`config.mk`:
```
export PLATFORM = sky130hd
export DESIGN_NAME = fp_operand_unpack
export DESIGN_NICKNAME = d
export VERILOG_FILES = /design/src/rtl/fp_operand_unpack_pkg.sv /design/src/rtl/fp_classify.sv /design/src/rtl/fp_operand_unpack.sv
export SDC_FILE = /design/constraint.sdc
export NUM_CORES = 1
export LEC_CHECK = 0
export ABC_AREA = 1
export BUFFER_PORTS_ARGS = -buffer_cell sky130_fd_sc_hd__buf_2
export CELL_PAD_IN_SITES_DETAIL_PLACEMENT = 1
export CELL_PAD_IN_SITES_GLOBAL_PLACEMENT = 1
export CORE_MARGIN = 2
export CORE_UTILIZATION = 39
export CTS_BUF_LIST = sky130_fd_sc_hd__clkbuf_4 sky130_fd_sc_hd__clkbuf_8 sky130_fd_sc_hd__clkbuf_16
export DETAILED_ROUTE_END_ITERATION = 10
export GPL_TIMING_DRIVEN = 0
export HOLD_SLACK_MARGIN = 0.03
export PLACE_DENSITY = 0.87
export SYNTH_ARGS = -nofsm -noshare
export SYNTH_HDL_FRONTEND = slang
export SYNTH_SLANG_ARGS = --single-unit
```
`constraint.sdc`:
```
create_clock -name clk -period 2.84 [get_ports clk]
set_input_delay 0.426 -clock clk [delete_from_list [all_inputs] [get_ports clk]]
set_output_delay 0.426 -clock clk [all_outputs]
set_load 0.01 [all_outputs]
```
`src/rtl/fp_operand_unpack_pkg.sv`:
```
// ============================================================================
// Module      : fp_operand_unpack_pkg
// Description : Shared FP adder configuration: field widths and the 3-bit
//               operand type codes used by the unpacker and special detector.
// Revision    : 1.0 - initial release
// ============================================================================
`default_nettype none

package fp_operand_unpack_pkg;

  localparam int c_exp_size    = 8;
  localparam int c_mantis_size = 23;

  localparam logic [2:0] c_type_zero      = 3'b000;
  localparam logic [2:0] c_type_inf       = 3'b001;
  localparam logic [2:0] c_type_subnormal = 3'b010;
  localparam logic [2:0] c_type_normal    = 3'b011;
  localparam logic [2:0] c_type_nan       = 3'b100;

endpackage

`default_nettype wire

```
`src/rtl/fp_classify.sv`:
```
// ============================================================================
// Module      : fp_classify
// Description : Combinational field split and type classification of one
//               packed {sign, exp, mantis} operand.
// Revision    : 1.0 - initial release
// ============================================================================
`default_nettype none

module fp_classify
  import fp_operand_unpack_pkg::*;
#(
  parameter int EXP_SIZE    = c_exp_size,
  parameter int MANTIS_SIZE = c_mantis_size
) (
  input  logic [EXP_SIZE+MANTIS_SIZE:0] word,
  output logic                          sign,
  output logic [EXP_SIZE-1:0]           exp,
  output logic [MANTIS_SIZE-1:0]        mantis,
  output logic [2:0]                    fp_type,
  output logic                          snan
);

  logic w_exp_zero;
  logic w_exp_ones;
  logic w_man_zero;

  always_comb begin
    sign       = word[EXP_SIZE+MANTIS_SIZE];
    exp        = word[EXP_SIZE+MANTIS_SIZE-1:MANTIS_SIZE];
    mantis     = word[MANTIS_SIZE-1:0];
    w_exp_zero = (exp == '0);
    w_exp_ones = &exp;
    w_man_zero = (mantis == '0);
    fp_type    = c_type_normal;
    if (w_exp_zero) begin
      fp_type = w_man_zero ? c_type_zero : c_type_subnormal;
    end else if (w_exp_ones) begin
      fp_type = w_man_zero ? c_type_inf : c_type_nan;
    end
    // A clear mantissa MSB marks a signalling NaN; payload is left untouched.
    snan = w_exp_ones && !w_man_zero && !mantis[MANTIS_SIZE-1];
  end

endmodule

`default_nettype wire

```
`src/rtl/fp_operand_unpack.sv`:
```
// ============================================================================
// Module      : fp_operand_unpack
// Description : Two-stage valid/ready front end of the FP adder: unpacks,
//               classifies and derives significand/leading-zero count.
// Revision    : 1.0 - initial release
// ============================================================================
`default_nettype none

module fp_operand_unpack
  import fp_operand_unpack_pkg::*;
#(
  parameter int EXP_SIZE    = c_exp_size,
  parameter int MANTIS_SIZE = c_mantis_size,
  localparam int LZ_W       = $clog2(MANTIS_SIZE + 1)
) (
  input  logic                          clk,
  input  logic                          rst,
  input  logic                          in_valid,
  output logic                          in_ready,
  input  logic [EXP_SIZE+MANTIS_SIZE:0] op_A,
  input  logic [EXP_SIZE+MANTIS_SIZE:0] op_B,
  output logic                          out_valid,
  input  logic                          out_ready,
  output logic                          sign_A,
  output logic                          sign_B,
  output logic [EXP_SIZE-1:0]           exp_A,
  output logic [EXP_SIZE-1:0]           exp_B,
  output logic [MANTIS_SIZE-1:0]        mantis_A,
  output logic [MANTIS_SIZE-1:0]        mantis_B,
  output logic [2:0]                    type_A,
  output logic [2:0]                    type_B,
  output logic [MANTIS_SIZE:0]          sig_A,
  output logic [MANTIS_SIZE:0]          sig_B,
  output logic [LZ_W-1:0]               lz_A,
  output logic [LZ_W-1:0]               lz_B,
  output logic                          snan_A,
  output logic                          snan_B
);

  localparam int W = 1 + EXP_SIZE + MANTIS_SIZE;

  logic r_s1_valid;
  logic r_s2_valid;
  logic w_s1_adv;
  logic w_s2_adv;

  logic [1:0]                  w_out_sign;
  logic [1:0][EXP_SIZE-1:0]    w_out_exp;
  logic [1:0][MANTIS_SIZE-1:0] w_out_mantis;
  logic [1:0][2:0]             w_out_type;
  logic [1:0][MANTIS_SIZE:0]   w_out_sig;
  logic [1:0][LZ_W-1:0]        w_out_lz;
  logic [1:0]                  w_out_snan;

  assign w_s2_adv  = !r_s2_valid || out_ready;
  assign w_s1_adv  = !r_s1_valid || w_s2_adv;
  assign in_ready  = w_s1_adv;
  assign out_valid = r_s2_valid;

  always_ff @(posedge clk) begin
    if (rst) begin
      r_s1_valid <= 1'b0;
      r_s2_valid <= 1'b0;
    end else begin
      if (w_s1_adv) r_s1_valid <= in_valid;
      if (w_s2_adv) r_s2_valid <= r_s1_valid;
    end
  end

  for (genvar g = 0; g < 2; g++) begin : g_op
    logic [W-1:0]           w_op;
    logic                   w_sign;
    logic [EXP_SIZE-1:0]    w_exp;
    logic [MANTIS_SIZE-1:0] w_mantis;
    logic [2:0]             w_type;
    logic                   w_snan;
    logic [LZ_W-1:0]        w_lz;

    logic                   r_s1_sign;
    logic [EXP_SIZE-1:0]    r_s1_exp;
    logic [MANTIS_SIZE-1:0] r_s1_mantis;
    logic [2:0]             r_s1_type;
    logic                   r_s1_snan;

    logic                   r_s2_sign;
    logic [EXP_SIZE-1:0]    r_s2_exp;
    logic [MANTIS_SIZE-1:0] r_s2_mantis;
    logic [2:0]             r_s2_type;
    logic                   r_s2_snan;
    logic [MANTIS_SIZE:0]   r_s2_sig;
    logic [LZ_W-1:0]        r_s2_lz;

    assign w_op = (g == 0) ? op_A : op_B;

    fp_classify #(
      .EXP_SIZE    (EXP_SIZE),
      .MANTIS_SIZE (MANTIS_SIZE)
    ) u_classify (
      .word    (w_op),
      .sign    (w_sign),
      .exp     (w_exp),
      .mantis  (w_mantis),
      .fp_type (w_type),
      .snan    (w_snan)
    );

    always_ff @(posedge clk) begin
      if (rst) begin
        r_s1_sign   <= 1'b0;
        r_s1_exp    <= '0;
        r_s1_mantis <= '0;
        r_s1_type   <= c_type_zero;
        r_s1_snan   <= 1'b0;
      end else if (w_s1_adv && in_valid) begin
        r_s1_sign   <= w_sign;
        r_s1_exp    <= w_exp;
        r_s1_mantis <= w_mantis;
        r_s1_type   <= w_type;
        r_s1_snan   <= w_snan;
      end
    end

    // Ascending scan: the highest set bit is written last and wins.
    always_comb begin
      w_lz = '0;
      for (int i = 0; i < MANTIS_SIZE; i++) begin
        if (r_s1_mantis[i]) w_lz = LZ_W'(MANTIS_SIZE - 1 - i);
      end
      if (r_s1_type != c_type_subnormal) w_lz = '0;
    end

    always_ff @(posedge clk) begin
      if (rst) begin
        r_s2_sign   <= 1'b0;
        r_s2_exp    <= '0;
        r_s2_mantis <= '0;
        r_s2_type   <= c_type_zero;
        r_s2_snan   <= 1'b0;
        r_s2_sig    <= '0;
        r_s2_lz     <= '0;
      end else if (w_s2_adv && r_s1_valid) begin
        r_s2_sign   <= r_s1_sign;
        r_s2_exp    <= r_s1_exp;
        r_s2_mantis <= r_s1_mantis;
        r_s2_type   <= r_s1_type;
        r_s2_snan   <= r_s1_snan;
        r_s2_sig    <= {(r_s1_type == c_type_normal), r_s1_mantis};
        r_s2_lz     <= w_lz;
      end
    end

    assign w_out_sign[g]   = r_s2_sign;
    assign w_out_exp[g]    = r_s2_exp;
    assign w_out_mantis[g] = r_s2_mantis;
    assign w_out_type[g]   = r_s2_type;
    assign w_out_snan[g]   = r_s2_snan;
    assign w_out_sig[g]    = r_s2_sig;
    assign w_out_lz[g]     = r_s2_lz;
  end

  assign sign_A   = w_out_sign[0];
  assign sign_B   = w_out_sign[1];
  assign exp_A    = w_out_exp[0];
  assign exp_B    = w_out_exp[1];
  assign mantis_A = w_out_mantis[0];
  assign mantis_B = w_out_mantis[1];
  assign type_A   = w_out_type[0];
  assign type_B   = w_out_type[1];
  assign sig_A    = w_out_sig[0];
  assign sig_B    = w_out_sig[1];
  assign lz_A     = w_out_lz[0];
  assign lz_B     = w_out_lz[1];
  assign snan_A   = w_out_snan[0];
  assign snan_B   = w_out_snan[1];

endmodule

`default_nettype wire

```
==> results.json, run 1 <==
{
  "status": "completed",
  "worst_pin_slew_ps": 605,
  "end_kind": "flip-flop",
  "drt_iter0_markers": 357,
  "fin_crit_ps": 2020,
  "arrival_ps": 2380,
  "cts_root_buf": "clkbuf_16",
  "io_pins": 200,
  "r2r_start": "out_valid$_SDFFE_PP0P_",
  "antenna_found_initial": 1,
  "num_vias": 6387,
  "drc": 0,
  "yosysSeqAreaShare_pct": 50.0,
  "synth_nets": 875,
  "track_usage_pct": 25.0,
  "grt_pass1_wl_um": 34200,
  "final_hold_viol_count": 0,
  "ctsHoldBuffers": 0,
  "finalCoreUtilization_pct": 51.5,
  "syn_to_final_growth_pct": 29.4,
  "grt_pass1_vias": 6527,
  "synth.area.top_cells": "dfxtp_1 50%, a21oi_1 8.9%, o21ai_0 8.3%",
  "hp-start": "rst",
  "timing.setup.tns_ps": 0,
  "via_per_inst": 5.09,
  "layout_common_cells": "204 x buf_2, 158 x dfxtp_1, 112 x a21oi_1, 105 x o21ai_0, 91 x nor2_1",
  "die_y_um": 131,
  "gp_congestion": 0.834,
  "port-buffer-count": 199,
  "slew_violations": 0,
  "fin_area_mm2": 0.00818,
  "timing.fmax_mhz": 496,
  "synth_top_area_share_pct": 50.0,
  "r2r_cells": 6,
  "avgSynthCellArea_um2": 7.83,
  "r2r-end": "g_op[1].r_s1_exp[2]$_SDFFE_PP0P_",
  "synth_area_leader_cell": "dfxtp_1",
  "finalNetCount": 1093,
  "drive_above_1_share_pct": 28.9,
  "detail_route.wl_per_cell_um": 17.3,
  "clockBufferDepth": 2,
  "clkSinkCount": 158,
  "core_mm2": 0.0159,
  "start_util_pct": 39.8,
  "cts_resized": 0,
  "power.density_mw_per_mm2": 679,
  "holdPathStages": 2,
  "cts_buffers": 17,
  "slew_headroom_pct": 59.7,
  "vdd_drop_max_uv": 524,
  "r2r_slack_ps": 820,
  "cap_violations": 0,
  "path_max_fanout": 10,
  "crit_required_ps": 3210,
  "hold_path.class": "in2reg",
  "grt-ovfl-total": 0,
  "dpl_cell_area_mm2": 0.00759,
  "period_share_pct": 71.0,
  "yosysWarningCount": 0,
  "total_power_mw": 5.56,
  "worstSetupPathType": "reg2reg",
  "place_ws_ps": 592,
  "synthCells": 807,
  "grt_max_degree": 17,
  "skew_ps": 7.05,
  "netlist_area_mm2": 0.00632,
  "drt_pass1_iterations": 4,
  "fillers": 2088,
  "num_rows": 46,
  "clk-insertion-delay-late_ps": 430,
  "grt_setup_unrepaired": "no",
  "clk_pin_slew_ps": 60,
  "cts_tree": "yes",
  "die_area_mm2": 0.0172,
  "setup_slack_ps": 823,
  "final_common_cell": "buf_2",
  "htree_levels": 4,
  "synth_cell_types": 31,
  "antenna_left": 0,
  "dp_hpwl_um": 16400,
  "setup_viol": 0,
  "critPathLaunchType": "flip-flop",
  "whs_endpoint": "type_A[2]$_SDFFE_PP0P_",
  "p_leak_nw": 3.88,
  "die_w_um": 131,
  "wl_um": 21700,
  "synth_seq_cells": 158,
  "postCtsSetupBuffers": 0
}
[per-stage QoR]
step | hold WS, ps | std cells
after floorplan | 441 | 807
after global placement | 450 | 1222
after detailed placement | 454 | 1222
after CTS | 220 | 1254
after global routing | 250 | 1254
final | 228 | 1255
[area by class of cell]
cell class / instances / area, um^2 / share of cell area (%)
sequential: 158 / 3160 / 38.7
multi-input combinational: 494 / 2390 / 29.2
timing repair buffer: 199 / 996 / 12.2
buffer: 93 / 537 / 6.56
clock buffer: 21 / 474 / 5.80
tap: 216 / 270 / 3.30
inverter: 62 / 233 / 2.85
clock inverter: 11 / 115 / 1.41
antenna: 1 / 2.50 / 0.0306
[metal layers]
layer	share of wire, %	track usage [%]	vias to the layer above
li1	-	-	3094
met1	43	30.8	3054
met2	49	43.7	207
met3	5.2	4.71	32
met4	2.1	8.94	0
met5	0	0	-
[power by group]
part | switching (mW) | total (mW) | internal (mW)
Sequential | 0.0923 | 2.46 | 2.36
Combinational | 0.490 | 0.800 | 0.309
Clock | 0.935 | 2.30 | 1.37
Total | 1.52 | 5.56 | 4.04
[cells by family after synthesis]
kind of cell    count (synthesis)  synth area share (%)
buf+inv                       155                  12.2
flops                         158                  50.0
compound gates                265                  21.8
simple gates                  229                  16.0
[how the worst max path moves through the flow]
| stage | startpoint | endpoint | slack, ps | cells after the start |
|---|---|---|---|---|
| after floorplan | op_B[16] | g_op[1].r_s1_type[1]$_SDFFE_PP0P_ | 1160 | 8 |
| after global placement | out_ready | mantis_A[16]$_SDFFE_PP0P_ | 590 | 8 |
| after detailed placement | out_ready | mantis_A[20]$_SDFFE_PP0P_ | 590 | 8 |
| after CTS | out_valid$_SDFFE_PP0P_ | g_op[0].r_s1_mantis[3]$_SDFFE_PP0P_ | 800 | 5 |
| after global routing | out_valid$_SDFFE_PP0P_ | mantis_A[17]$_SDFFE_PP0P_ | 630 | 6 |
| final | out_valid$_SDFFE_PP0P_ | g_op[1].r_s1_exp[2]$_SDFFE_PP0P_ | 820 | 6 |
[synth_stat cells (all sizes together)]
cell type	number
nand2	88
o22ai	1
inv	59
a211oi	4
a2bb2oi	1
and2	1
nand3b	1
nor2	91
nor4	21
o21ai	135
a21oi	115
buf	53
o211ai	2
nand4	8
a41oi	2
clkbuf	40
o31ai	2
nor3	1
dfxtp	158
or4	2
clkinv	3
a21boi	1
o311ai	2
nand3	16
[critical path, cell delays in order, from the launching register on]
cell	delay, ps
dfxtp_1	350
nand3_1	180
nand2_1	300
clkbuf_1	370
buf_2	360
o21ai_0	240
nor2_1	150
[registers in the layout, summed over array words and instances (netlist names)]
name and count:
type_A 3, g_op.r_s1_type 6, g_op.r_s1_exp 16, g_op.r_s1_sign 2
snan_B 1, sig_B 2, sign_B 1, g_op.r_s1_snan 2
mantis_A 22, out_valid 1, r_s1_valid 1, exp_A 8
snan_A 1, sign_A 1, lz_A 5, lz_B 5
g_op.r_s1_mantis 46, sig_A 2, exp_B 8, mantis_B 22
type_B 3
No activity file was read; power rests on OpenSTA's default activity.
==> inputs of run 2 (changes only) <==
Settings changed: CORE_UTILIZATION 39 to 36, PLACE_DENSITY 0.87 to 0.81.
Clock period 2.84 ns to 1.94 ns, I/O delays scaled along.
==> run 2 against run 1 <==
Global-route usage shrank 2.0 points. Via count shrank 0.13%. Critical path type unchanged. Cell area grew 0.81%. Non-clock buffer count grew 3. Largest power group unchanged. Die area grew 8.1%. Clock power grew 46%. Critical endpoint is now lz_A[0]$_SDFFE_PP0P_. Utilization shrank 3.7 points. Routed wire length shrank 1.9%.
==> results.json, run 2 (synthesis results as in run 1) <==
{
  "grt_max_degree": 17,
  "cpPeakStageDelay_ps": 350,
  "htree_levels": 4,
  "crit_chain": "inv_2 > nand2_2 > nand2_1 > nand2_1 > nand2_2 > nand2_2 > nand2_2 > nand2_1 > nand2_1 > nand2_1 > nand2_1 > nand2_1 > nand2_1 > nand2_1 > nand2_1 > nand2_1 > nand2_1 > nand2_1 > nand2_1 > nand2_1 > nand2_1 > nand2_1 > a21oi_2",
  "r2r_cells": 23,
  "cpMaxStageDelayCell": "dfxtp_2",
  "via_per_inst": 5.03,
  "cap_violations": 0,
  "slew_violations": 0,
  "final_hold_viol_count": 0,
  "dp_cells": 1231,
  "die_y_um": 137,
  "track_usage_pct": 23.0,
  "cts_tree": "yes",
  "detail_route.wl_per_cell_um": 16.8,
  "grt_setup_unrepaired": "yes",
  "core_mm2": 0.0172,
  "p_leak_nw": 3.92,
  "num_vias": 6379,
  "antenna_left": 0,
  "vdd_drop_max_uv": 613,
  "layout_common_cells": "204 x buf_2, 155 x dfxtp_1, 112 x a21oi_1, 105 x o21ai_0, 91 x nor2_1",
  "worstSetupPathType": "reg2reg",
  "clk_pin_slew_ps": 70,
  "fillers": 2191,
  "setup_viol": 0,
  "ctsHoldBuffers": 0,
  "die_area_mm2": 0.0186,
  "drt_pass1_iterations": 5,
  "grt-ovfl-total": 0,
  "critPathLaunchType": "flip-flop",
  "timing.setup.tns_ps": 0,
  "cpMostUsedCell": "nand2_1",
  "grt_pass1_vias": 6570,
  "holdPathStages": 2,
  "r2r_slack_ps": 90,
  "end_kind": "flip-flop",
  "period_share_pct": 95.3,
  "clk-insertion-delay-late_ps": 430,
  "antenna_found_initial": 2,
  "start_util_pct": 36.7,
  "regMostFlops": "g_op.r_s1_mantis",
  "cts_buffers": 17,
  "power.density_mw_per_mm2": 987,
  "gp_congestion": 0.857,
  "finalNetCount": 1096,
  "drc": 0,
  "final_common_cell": "buf_2",
  "path_max_fanout": 4,
  "fin_area_mm2": 0.00825,
  "setup_slack_ps": 92.1,
  "crit_required_ps": 2230,
  "drt_iter0_markers": 255,
  "dpl_cell_area_mm2": 0.00760,
  "clockBufferDepth": 2,
  "seqCellArea_mm2": 0.00317,
  "syn_to_final_growth_pct": 30.4,
  "port-buffer-count": 199,
  "skew_ps": 10.8,
  "worst_pin_slew_ps": 608,
  "hold_path.class": "in2reg",
  "timing.fmax_mhz": 541,
  "finalCoreUtilization_pct": 47.8,
  "status": "completed",
  "clkSinkCount": 158,
  "dp_hpwl_um": 16000,
  "wl_um": 21300,
  "arrival_ps": 2140,
  "place_ws_ps": -155,
  "cts_root_buf": "clkbuf_16",
  "drive_above_1_share_pct": 30.9,
  "io_pins": 200,
  "die_w_um": 137,
  "grt_pass1_wl_um": 33100,
  "slew_headroom_pct": 59.5,
  "largest_reg_flops": 46,
  "final_cells": 1268,
  "num_rows": 48,
  "fin_crit_ps": 1850,
  "multi_input_area_mm2": 0.00240
}
==> run 2: path summary, 6_finish.rpt <==
check / start / endpoint
hold reg to reg: lz_B[1]$_SDFFE_PP0P_ / lz_B[1]$_SDFFE_PP0P_
hold / removal: rst / type_A[2]$_SDFFE_PP0P_
setup / recovery: g_op[0].r_s1_mantis[2]$_SDFFE_PP0P_ / lz_A[0]$_SDFFE_PP0P_
setup reg to reg: g_op[0].r_s1_mantis[2]$_SDFFE_PP0P_ / lz_A[0]$_SDFFE_PP0P_
==> run 2: through the flow <==
stage | power (mW) | hold slack (ps)
after detailed placement | 4.82 | 454
final | 8.14 | 100
after global routing | 8.47 | 115
after global placement | 4.78 | 450
after floorplan | 4.32 | 369
after CTS | 8.16 | 81.6
==> run 2: per-layer routing <==
metal	global-route usage [%]	share of wire [%]	up-vias
li1	-	-	3109
met1	29.3	45	3062
met2	38.3	48	173
met3	3.70	4.6	35
met4	10.4	2.3	0
met5	0	0	-
==> run 2: worst max-delay path: cells and delay by family, from the launching register on <==
family,cells,cell delay [ps]
and+or+nand+nor,21,1230
DFF,1,350
buffers and inverters,1,60
AOI/OAI and AO/OA,1,50
==> run 2: layout make-up <==
| type | count | area share (%) |
|---|---|---|
| clock inverters | 9 | 1.37 |
| repair buffers | 202 | 12.4 |
| flip-flops and latches | 158 | 38.4 |
| plain buffers | 93 | 6.65 |
| diodes | 2 | 0.0607 |
| well taps | 225 | 3.41 |
| clock buffers | 23 | 5.78 |
| inverters | 62 | 2.85 |
| multi-input cells | 494 | 29.1 |
==> run 2: power by group <==
| part | internal [mW] | switching (mW) |
|---|---|---|
| combinational | 0.463 | 0.718 |
| sequential | 3.46 | 0.134 |
| clock | 2.00 | 1.36 |
| total | 5.93 | 2.21 |
==> run 2: repair_timing <==
item,CTS,global route
setup buffers,0,3
resized for setup,4,22
hold endpoints to repair,0,0
pin swaps,0,1
setup endpoints to repair,38,69
==> inputs of run 3 (changes only) <==
Settings changed: MAX_ROUTING_LAYER set to met4, SLEW_MARGIN set to 20.
==> run 3 against run 2 <==
Sequential power about the same. Final cell count did not move. Via count fell by 0.75%. Critical endpoint unchanged. Utilization is essentially flat. Sequential share of layout area barely moved. First-iteration DRC count down 9.4%. Fmax fell by 0.62%. Clock power hardly changed.
==> results.json, run 3 (synthesis results as in run 1) <==
{
  "grtUsageMet2_pct": 38.4,
  "drive_above_1_share_pct": 31.1,
  "finalNetCount": 1096,
  "clkSinkCount": 158,
  "start_util_pct": 36.7,
  "dpl_cell_area_mm2": 0.00760,
  "cts_buffers": 17,
  "cpMostUsedCell": "nand2_1",
  "hold_path.class": "in2reg",
  "antenna_found_initial": 2,
  "fillers": 2192,
  "largest_reg_flops": 46,
  "cts_tree": "yes",
  "clockBufferDepth": 2,
  "wl_um": 21200,
  "slew_violations": 0,
  "gp_congestion": 0.870,
  "syn_to_final_growth_pct": 30.5,
  "drt_pass1_iterations": 4,
  "core_mm2": 0.0172,
  "worst_pin_slew_ps": 611,
  "cpMaxStageDelayCell": "dfxtp_2",
  "via_per_inst": 4.99,
  "path_buf_inv": 1,
  "drt_iter0_markers": 231,
  "cpPeakStageDelay_ps": 350,
  "io_pins": 200,
  "grt_pass1_wl_um": 33200,
  "end_kind": "flip-flop",
  "skew_ps": 11.0,
  "drc": 0,
  "worstSetupPathType": "reg2reg",
  "cap_violations": 0,
  "num_rows": 48,
  "timing.setup.tns_ps": 0,
  "htree_levels": 4,
  "crit_chain": "inv_2 > nand2_2 > nand2_1 > nand2_1 > nand2_2 > nand2_2 > nand2_2 > nand2_1 > nand2_1 > nand2_1 > nand2_1 > nand2_1 > nand2_1 > nand2_1 > nand2_1 > nand2_1 > nand2_1 > nand2_1 > nand2_1 > nand2_1 > nand2_1 > nand2_1 > a21oi_2",
  "ctsHoldBuffers": 0,
  "track_usage_pct": 23.7,
  "clk_pin_slew_ps": 70,
  "finalCoreUtilization_pct": 47.9,
  "grt_max_degree": 17,
  "status": "completed",
  "die_area_mm2": 0.0186,
  "die_y_um": 137,
  "period_share_pct": 95.8,
  "setup_viol": 0,
  "die_w_um": 137,
  "fin_crit_ps": 1860,
  "detail_route.wl_per_cell_um": 16.7,
  "grt-ovfl-total": 0,
  "antenna_left": 0,
  "path_delay_family": "simple AND/OR/NAND/NOR gates",
  "timing.fmax_mhz": 538,
  "total_power_mw": 8.13,
  "fin_area_mm2": 0.00825,
  "num_vias": 6331,
  "port-buffer-count": 199,
  "vdd_drop_max_uv": 609,
  "busiest_layer": "met2",
  "clk-insertion-delay-late_ps": 430,
  "final_hold_viol_count": 0,
  "p_leak_nw": 3.92,
  "critPathLaunchType": "flip-flop",
  "cts_root_buf": "clkbuf_16",
  "grt_pass1_vias": 6570,
  "slew_headroom_pct": 59.3,
  "crit_required_ps": 2230,
  "final_common_cell": "buf_2",
  "arrival_ps": 2150,
  "regMostFlops": "g_op.r_s1_mantis",
  "use_met3_pct": 3.70,
  "grt_setup_unrepaired": "yes",
  "power.density_mw_per_mm2": 985,
  "dp_hpwl_um": 16000,
  "layout_common_cells": "204 x buf_2, 155 x dfxtp_1, 112 x a21oi_1, 105 x o21ai_0, 91 x nor2_1",
  "grtUsageMet1_pct": 29.2,
  "path_max_fanout": 4
}
-- run 3: path summary, 6_finish.rpt --
kind | cells past startpoint | to | slack [ps] | startpoint
max | 23 | lz_A[0]$_SDFFE_PP0P_ | 80 | g_op[0].r_s1_mantis[2]$_SDFFE_PP0P_
min | 2 | type_A[2]$_SDFFE_PP0P_ | 100 | rst
max reg2reg | 23 | lz_A[0]$_SDFFE_PP0P_ | 80 | g_op[0].r_s1_mantis[2]$_SDFFE_PP0P_
min reg2reg | 2 | lz_B[1]$_SDFFE_PP0P_ | 460 | lz_B[1]$_SDFFE_PP0P_
-- run 3: cell type report --
cell class	instances	area [um^2]	share of cell area, %
antenna	2	5.00	0.0607
clock inverter	9	113	1.37
clock buffer	23	477	5.78
buffer	93	549	6.66
inverter	62	235	2.85
tap	225	282	3.41
multi-input combinational	494	2400	29.1
timing repair buffer	202	1020	12.3
sequential	158	3170	38.4
-- run 3: worst reg2reg max path: stages (launching register included) --
cell	delay [ps]
dfxtp_2	350
inv_2	60
nand2_2	60
nand2_1	60
nand2_1	100
nand2_2	70
nand2_2	70
nand2_2	50
nand2_1	60
nand2_1	50
nand2_1	60
nand2_1	50
nand2_1	50
nand2_1	50
nand2_1	70
nand2_1	60
nand2_1	50
nand2_1	40
nand2_1	60
nand2_1	60
nand2_1	80
nand2_1	60
nand2_1	70
a21oi_2	50
-- run 3: power by group --
part	switching [mW]	internal (mW)
Combinational	0.719	0.464
Clock	1.34	2.00
Sequential	0.134	3.46
-- run 3: what timing repair did --
| action | 4_1_cts | 5_1_grt |
|---|---|---|
| setup buffers | 0 | 3 |
| gates cloned | 0 | 0 |
| resized for setup | 4 | 24 |
| pin swaps | 0 | 1 |
| endpoints found under the hold margin | 0 | 0 |
| setup endpoints to repair | 38 | 69 |
-- run 3: stage by stage --
stage / setup WS, ps / instances / hold slack (ps)
2_1_floorplan: 393 / 807 / 369
3_3_place_gp: -148 / 1231 / 450
3_5_place_dp: -155 / 1231 / 454
4_1_cts: 6.07 / 1263 / 81.6
5_1_grt: -135 / 1268 / 115
6_report: 80.6 / 1268 / 101
-- run 3: layer usage --
| layer | vias up | wire length [um] |
|---|---|---|
| met5 | - | 0 |
| met4 | 0 | 399 |
| met3 | 27 | 948 |
| met2 | 159 | 10300 |
| met1 | 3030 | 9560 |
| li1 | 3115 | - |
